### src/rtl/bram_port_arbiter.sv
// Round-robin owner arbiter sharing one single-port BRAM between the host
// comms path (A) and the compute engine (B), with burst lock and read steering.
//
// Ports:
//   clk_in, rst_in                 clock, synchronous active-high reset
//   a_req_in/a_lock_in/a_we_in     requester A access request, lock, write
//   a_addr_in/a_wdata_in           requester A address and write data
//   a_grant_out                    A owns the port (access = req && grant)
//   a_rvalid_out/a_rdata_out       read return to A
//   b_*                            same set for requester B
//   bram_en_out/bram_we_out        registered BRAM enable / write enable
//   bram_addr_out/bram_wdata_out   registered BRAM address / write data
//   bram_rdata_in                  BRAM read data
//   owner_out                      00 idle, 01 A, 10 B
//
// Optional: define ARB_HOST_PRIORITY_EN to give A fixed priority over B
// instead of round-robin.
module bram_port_arbiter #(
    parameter int ADDR_WIDTH   = 14,
    parameter int DATA_WIDTH   = 64,
    parameter int READ_LATENCY = 2
) (
    input  logic                  clk_in,
    input  logic                  rst_in,
    input  logic                  a_req_in,
    input  logic                  a_lock_in,
    input  logic                  a_we_in,
    input  logic [ADDR_WIDTH-1:0] a_addr_in,
    input  logic [DATA_WIDTH-1:0] a_wdata_in,
    output logic                  a_grant_out,
    output logic                  a_rvalid_out,
    output logic [DATA_WIDTH-1:0] a_rdata_out,
    input  logic                  b_req_in,
    input  logic                  b_lock_in,
    input  logic                  b_we_in,
    input  logic [ADDR_WIDTH-1:0] b_addr_in,
    input  logic [DATA_WIDTH-1:0] b_wdata_in,
    output logic                  b_grant_out,
    output logic                  b_rvalid_out,
    output logic [DATA_WIDTH-1:0] b_rdata_out,
    output logic                  bram_en_out,
    output logic                  bram_we_out,
    output logic [ADDR_WIDTH-1:0] bram_addr_out,
    output logic [DATA_WIDTH-1:0] bram_wdata_out,
    input  logic [DATA_WIDTH-1:0] bram_rdata_in,
    output logic [1:0]            owner_out
);

    // State encoding doubles as the owner code and the grant bits.
    localparam logic [1:0] ST_IDLE  = 2'b00;
    localparam logic [1:0] ST_OWN_A = 2'b01;
    localparam logic [1:0] ST_OWN_B = 2'b10;

    logic [1:0] r_state;
    logic [1:0] w_next;
    logic       r_last_b;
    logic       w_next_last_b;

    logic       w_acc_a;
    logic       w_acc_b;
    logic       w_rel_a;
    logic       w_rel_b;
    logic       w_rd_acc;

    logic [READ_LATENCY:0] r_rd_vld;
    logic [READ_LATENCY:0] r_rd_id;

    assign w_acc_a = a_req_in & (r_state == ST_OWN_A);
    assign w_acc_b = b_req_in & (r_state == ST_OWN_B);

    // Owner gives up the port on an unlocked access or when idle and unlocked.
    assign w_rel_a = (w_acc_a & ~a_lock_in) | (~a_req_in & ~a_lock_in);
    assign w_rel_b = (w_acc_b & ~b_lock_in) | (~b_req_in & ~b_lock_in);

    assign w_rd_acc = (w_acc_a & ~a_we_in) | (w_acc_b & ~b_we_in);

    // State register
    always_ff @(posedge clk_in) begin
        if (rst_in) begin
            r_state  <= ST_IDLE;
            r_last_b <= 1'b1;
        end else begin
            r_state  <= w_next;
            r_last_b <= w_next_last_b;
        end
    end

    // Next-state logic
    always_comb begin
        w_next        = r_state;
        w_next_last_b = r_last_b;
        unique case (r_state)
            ST_IDLE: begin
                if (a_req_in && b_req_in) begin
`ifdef ARB_HOST_PRIORITY_EN
                    w_next = ST_OWN_A;
`else
                    w_next = r_last_b ? ST_OWN_A : ST_OWN_B;
`endif
                end else if (a_req_in) begin
                    w_next = ST_OWN_A;
                end else if (b_req_in) begin
                    w_next = ST_OWN_B;
                end
            end
            ST_OWN_A: begin
                if (w_rel_a) begin
                    w_next_last_b = 1'b0;
`ifdef ARB_HOST_PRIORITY_EN
                    // A re-requesting goes back through IDLE and wins there.
                    w_next = (b_req_in && !a_req_in) ? ST_OWN_B : ST_IDLE;
`else
                    w_next = b_req_in ? ST_OWN_B : ST_IDLE;
`endif
                end
            end
            ST_OWN_B: begin
                if (w_rel_b) begin
                    w_next_last_b = 1'b1;
                    w_next        = a_req_in ? ST_OWN_A : ST_IDLE;
                end
            end
            default: begin
                w_next = ST_IDLE;
            end
        endcase
    end

    // Output decode
    always_comb begin
        a_grant_out = (r_state == ST_OWN_A);
        b_grant_out = (r_state == ST_OWN_B);
        owner_out   = r_state;
    end

    // Registered BRAM command
    always_ff @(posedge clk_in) begin
        if (rst_in) begin
            bram_en_out    <= 1'b0;
            bram_we_out    <= 1'b0;
            bram_addr_out  <= '0;
            bram_wdata_out <= '0;
        end else if (w_acc_a) begin
            bram_en_out    <= 1'b1;
            bram_we_out    <= a_we_in;
            bram_addr_out  <= a_addr_in;
            bram_wdata_out <= a_wdata_in;
        end else if (w_acc_b) begin
            bram_en_out    <= 1'b1;
            bram_we_out    <= b_we_in;
            bram_addr_out  <= b_addr_in;
            bram_wdata_out <= b_wdata_in;
        end else begin
            bram_en_out    <= 1'b0;
            bram_we_out    <= 1'b0;
        end
    end

    // Read tracker: stage k is live k+1 cycles after acceptance, so the last
    // stage lines up with data arriving READ_LATENCY cycles after bram_en.
    always_ff @(posedge clk_in) begin
        if (rst_in) begin
            r_rd_vld <= '0;
            r_rd_id  <= '0;
        end else begin
            r_rd_vld <= {r_rd_vld[READ_LATENCY-1:0], w_rd_acc};
            r_rd_id  <= {r_rd_id[READ_LATENCY-1:0], w_acc_b};
        end
    end

    assign a_rvalid_out = r_rd_vld[READ_LATENCY] & ~r_rd_id[READ_LATENCY];
    assign b_rvalid_out = r_rd_vld[READ_LATENCY] &  r_rd_id[READ_LATENCY];
    assign a_rdata_out  = bram_rdata_in;
    assign b_rdata_out  = bram_rdata_in;

endmodule

### config.mk
export PLATFORM = sky130hd
export DESIGN_NAME = bram_port_arbiter
export DESIGN_NICKNAME = d
export VERILOG_FILES = /design/src/rtl/bram_port_arbiter.sv
export SDC_FILE = /design/constraint.sdc
export NUM_CORES = 1
export LEC_CHECK = 0
export ABC_AREA = 1
export CORE_AREA = 8 8 164 166
export CTS_BUF_LIST = sky130_fd_sc_hd__clkbuf_4 sky130_fd_sc_hd__clkbuf_8
export CTS_CLUSTER_DIAMETER = 40
export DETAILED_ROUTE_END_ITERATION = 8
export DIE_AREA = 0 0 172 174
export GPL_TIMING_DRIVEN = 0
export PLACE_DENSITY = 0.57
export SLEW_MARGIN = 20
export SYNTH_ARGS = -nofsm -noshare
export SYNTH_HDL_FRONTEND = slang
export SYNTH_SLANG_ARGS = --single-unit
### constraint.sdc
create_clock -name clk_in -period 2.45 [get_ports clk_in]
set_input_delay 0.3675 -clock clk_in [delete_from_list [all_inputs] [get_ports clk_in]]
set_output_delay 0.3675 -clock clk_in [all_outputs]
set_load 0.02 [all_outputs]
[Yosys cells after proc, flatten, opt, wreduce, memory -nomap -nowiden]
Cells that the tools add are included.
Word-level totals
  register bits: 89
  bits of input ports: 228
  output and inout port bits: 214
  logic and storage cells: 59
Operators by class
  equal/unequal tests: 5
  multiplexer cells: 20
  bitwise gates (word level): 20
  reductions and logical operators: 6
Operators with widths (count)
  64-bit two-way mux: 2
  14-bit two-way mux: 2
  2-bit two-way mux: 7
  1-bit AND: 10
  1-bit two-way mux: 7
  1-bit NOT: 7
  2-bit case mux with 3 select lines: 1
  3-bit AND reduction: 2
  2-bit by 1-bit inequality test with 1-bit output, second input constant: 2
  4-bit inequality test, second input constant: 1
  2-bit nonzero test: 2
  1-bit OR: 3
  2-bit by 1-bit == test with 1-bit output, second input constant: 1
  2-bit == test, second input constant: 1
  2-bit logical NOT: 1
  1-bit case mux with 2 select lines: 1
  1-bit logical AND: 1

[Logic depth before layout (Yosys ltp)]
Gate-level depths: netlist of run 1.
  word-level depth: 6
  gate-level depth with buffers: 9
  gate-level depth less buffers: 7

[Worst setup path after synthesis of run 1]
Ideal clock, no wire load.
  path kind: reg-to-reg
  start point: register r_state[1], in the netlist owner_out[1]
  end point: register bram_wdata_out[32]
  setup time: 0.071 ns
  arrival time: 1.448 ns
  required time: 2.379 ns
  setup slack: 0.931 ns
  stages on the path, launching flop included: 9
  path buffers: 2
  period minus slack after synthesis: 1.519 ns
  path through: dfxtp_1 > inv_2 > nor2_4 > nand2_2 > nand2_2 > buf_6 > buf_4 > nand2_1 > a21oi_1
Between the ends
  word-level cells in the longest chain between the ends: 3
  elaborated cells on any way between the ends: 6
  classes of those cells: 2 x eq/ne; 1 x mux; 2 x bitwise; 1 x reduce/logical
RTL lines
  from (decl): RTL line 54  | logic [1:0] r_state;
  from (signal assigned): RTL line 83  | r_state <= w_next;
  2-bit == test
  via b_grant_out: RTL line 38  | output logic b_grant_out,
  1-bit AND: RTL line 69  | assign w_acc_b = b_req_in & (r_state == ST_OWN_B);
  2-bit nonzero test (no source line)
  to (signal assigned): RTL line 147  | bram_wdata_out <= a_wdata_in;
  to (signal assigned): RTL line 152  | bram_wdata_out <= b_wdata_in;
  to (decl): RTL line 44  | output logic [DATA_WIDTH-1:0] bram_wdata_out,
The timed path passes the listed nets, and every way through them passes these cells.
A chain may end at the register's enable or synchronous reset.

[Worst setup path in the final report of run 1]
  start point: register r_state[0], in the netlist owner_out[0]
  end point: output b_grant_out
Between the ends
  word-level cells in the longest chain between the ends: 1
RTL lines
  2-bit == test: RTL line 132  | b_grant_out = (r_state == ST_OWN_B);
  to (decl): RTL line 38
No other way between the ends.

==> impl_metrics.csv, run 1 <==
group,metric,value,unit
timing,fin_setup_tns,0,ns
timing,maxSlewHeadroom,52.9,%
floorplan,rows,58,
clock_tree,cts_setup_buffers,0,
power,max-vdd-ir-drop,0.256,mV
setup_path,critPathMaxFanout,15,
clock_tree,ctsLongestPathBuffers,2,
finish,nets,1424,
timing,slew_viol_final,0,
setup_path,start_kind,"flop",
placed_design,place_hpwl,21600,µm
timing,fin_crit_sh,87.2,%
placed_design,routabilityCongestion,0.829,
detailed_routing,wl_per_cell,17.3,µm
detailed_routing,ant_nets,0,
power,p_sw,2.14,mW
detailed_routing,first_pass_iters,5,
placed_design,post_dp_cell_area,9670,µm²
logic_synthesis,synth_top_family_by_area,"simple AND/OR/NAND/NOR gates",
logic_synthesis,synth_xor_area_share,0,%
clock_tree,cts_root_buffer,"clkbuf_8",
setup_path,end_kind,"output pin",
power,switching_share,37.8,%
timing,tightest_slew,0.707,ns
placed_design,dp.cells,1517,
clock_tree,tritoncts,"yes",
global_routing,grt_first_pass_wirelength,39100,µm
floorplan,die_w,172,µm
global_routing,antenna_found_initial,0,
setup_path,crit_buf_inv,2,
power,clockPowerShare,22.3,%
global_routing,grt_pass1_vias,6685,
setup_path,cp_cell_sequence,"buf_4 > nor2_4 > clkdlybuf4s50_1",
logic_synthesis,synth.largest_area_cell,"dfxtp_1",
floorplan,chipHeight,174,µm
timing,finClkSkew,0.0161,ns
clock_tree,path_clk_slew,0.10,ns
logic_synthesis,synth_seq_cells,89,
logic_synthesis,synth-simple-area-share,35.0,%
logic_synthesis,synth_cells,812,
finish,layout.cells.non_filler,1531,
finish,layout_commonest_cell,"clkdlybuf4s50_1",
logic_synthesis,syn_area,5500,µm²
setup_path,criticalPathCategory,"reg2out",
logic_synthesis,avgSynthCellArea,6.78,µm²
finish,final_cell_area,9910,µm²
timing,finalSetupViolations,0,
power,powerDensity,572,nW/µm²
floorplan,io_pins,442,
timing,rsz0062_at_grt,"false",
setup_path,cpMaxStageDelayCell,"clkdlybuf4s50_1",
finish,final_cell_mix,"clkdlybuf4s50_1 (374), nand2_1 (244), buf_4 (142)",
logic_synthesis,synthMuxAreaShare,0,%
placed_design,port_buffers,375,
logic_synthesis,synth_top_area_share,32.4,%
setup_path,arrival,1.77,ns
logic_synthesis,synth_compound_area_share,7.73,%
power,power_frac_seq,30.7,%
global_routing,track_usage,16.6,%
finish,fillerInstances,2668,
finish,diodes,0,
global_routing,gr-total-overflow,0,
clock_tree,clock_sinks,89,
timing,layout_min_cycle_time,2.14,ns
setup_path,cpLargestDelayFamily,"buffers and inverters",
logic_synthesis,synth_fa_ha_area_share,0,%
outcome,outcome,"finished clean",
detailed_routing,dr.first_iter.drc_count,257,
power,comb_power_share,47.0,%
power,finalPower,5.67,mW
detailed_routing,vias,6643,
timing,hold_violations,0,
floorplan,start_util,22.4,%
clock_tree,clkLatencyLatePin,0.37,ns
flow_run,maxCapViolations,0,
logic_synthesis,yosysWarnings,0,
setup_path,slowest_delay,0.64,ns
logic_synthesis,ys_seq_area_share,32.4,%
logic_synthesis,ys_top_cells_by_area,"dfxtp_1 (32%), buf_4 (20%), nand2_1 (17%)",
clock_tree,numCtsBuffers,9,
finish,multi_input_area,2350,µm²
clock_tree,cts_resized,1,
clock_tree,h-tree-depth,3,
global_routing,grt_max_degree,20,
floorplan,die-area,29900,µm²
detailed_routing,viasPerCell,4.34,
finish,syn_to_final_growth,80.1,%
power,p_int,3.53,mW
timing,timing.fmax,468,MHz
logic_synthesis,synth_cell_types,20,
finish,register_area,1780,µm²
detailed_routing,wl,26500,µm
detailed_routing,drc,0,
floorplan,coreArea,24500,µm²
logic_synthesis,synth_fp_nets,1040,
setup_path,required,2.08,ns
worst_hold_path,hold_class,"reg2reg",
power,p_leak,4.11,nW
finish,drive_gt1_share,14.8,%
clock_tree,ctsHoldBuffers,0,
[path summary, 6_finish.rpt]
path | cells past startpoint | slack, ns | from | to
setup / recovery | 3 | 0.31 | owner_out[0]$_SDFFE_PP0P_ | b_grant_out
hold / removal | 2 | 0.40 | r_rd_vld[1]$_SDFF_PP0_ | r_rd_vld[2]$_SDFF_PP0_
setup reg to reg | 8 | 0.49 | owner_out[0]$_SDFFE_PP0P_ | bram_wdata_out[21]$_SDFFE_PP0P_
hold reg to reg | 2 | 0.40 | r_rd_vld[1]$_SDFF_PP0_ | r_rd_vld[2]$_SDFF_PP0_
[synthesized netlist by cell type (all sizes together)]
master and count:
nand2 246, buf 170, dfxtp 89, nand3 85
a21oi 80, nand4 78, clkbuf 29, nor2 16
inv 14, o21ai 2, and2 1, o22ai 1
o311ai 1
[flip-flops by register name, indices dropped and copies added, names as in the netlist]
name and count:
bram_addr_out 14, r_last_b 1, bram_en_out 1, r_rd_id 3, r_rd_vld 3, bram_wdata_out 64, bram_we_out 1, owner_out 2
[power by group through the flow]
stage / sequential [mW] / clock (mW) / combinational (mW)
after floorplan: 1.97 / 0 / 1.23
after global placement: 1.76 / 0 / 2.69
after detailed placement: 1.77 / 0 / 2.70
after CTS: 1.74 / 1.33 / 2.70
after global routing: 1.76 / 1.38 / 2.88
final: 1.74 / 1.27 / 2.66
[routing by layer]
layer | GRT usage, % | vias to the layer above | wire, µm
met5 | 0 | - | 0
met4 | 3.45 | 0 | 297
met3 | 5.83 | 17 | 2510
met2 | 28.7 | 261 | 13100
met1 | 19.4 | 3034 | 10600
li1 | - | 3331 | -
[cell families (layout without fill, tap and decap cells)]
family | Yosys count | after routing
AO/OA/AOI/OAI | 84 | 84
buffers and inverters | 213 | 602
flip-flops | 89 | 89
AND/OR/NAND/NOR | 426 | 426
[per-stage QoR]
step,hold slack (ns),utilization (%),worst slack (ns)
floorplan,0.388,-,0.931
global placement,0.393,39.4,0.210
detailed placement,0.392,39.4,0.202
CTS,0.406,40.4,0.0366
global route,0.429,40.4,0.185
finish,0.405,40.4,0.314
[worst min-delay path, stage by stage, from the launching register on]
cell and delay, ns:
dfxtp_1 0.31, inv_1 0.04, nor2_1 0.03
[cell type report]
type	instances	share of cell area, %
timing repair buffer	375	37.9
multi-input combinational	510	23.7
sequential	89	18.0
buffer	197	13.2
tap	330	4.17
clock buffer	9	1.25
clock inverter	7	1.22
inverter	14	0.530
(Power assumes the default switching activity.)
==> run 2, diff against run 1 <==
--- a/config.mk
+++ b/config.mk
@@ -6,6 +6,7 @@
 export NUM_CORES = 1
 export LEC_CHECK = 0
 export ABC_AREA = 1
+export CAP_MARGIN = 20
 export CORE_AREA = 8 8 164 166
 export CTS_BUF_LIST = sky130_fd_sc_hd__clkbuf_4 sky130_fd_sc_hd__clkbuf_8
 export CTS_CLUSTER_DIAMETER = 40
==> results of run 2 <==
No change in the layout: final DEF, timing and power equal those of run 1.
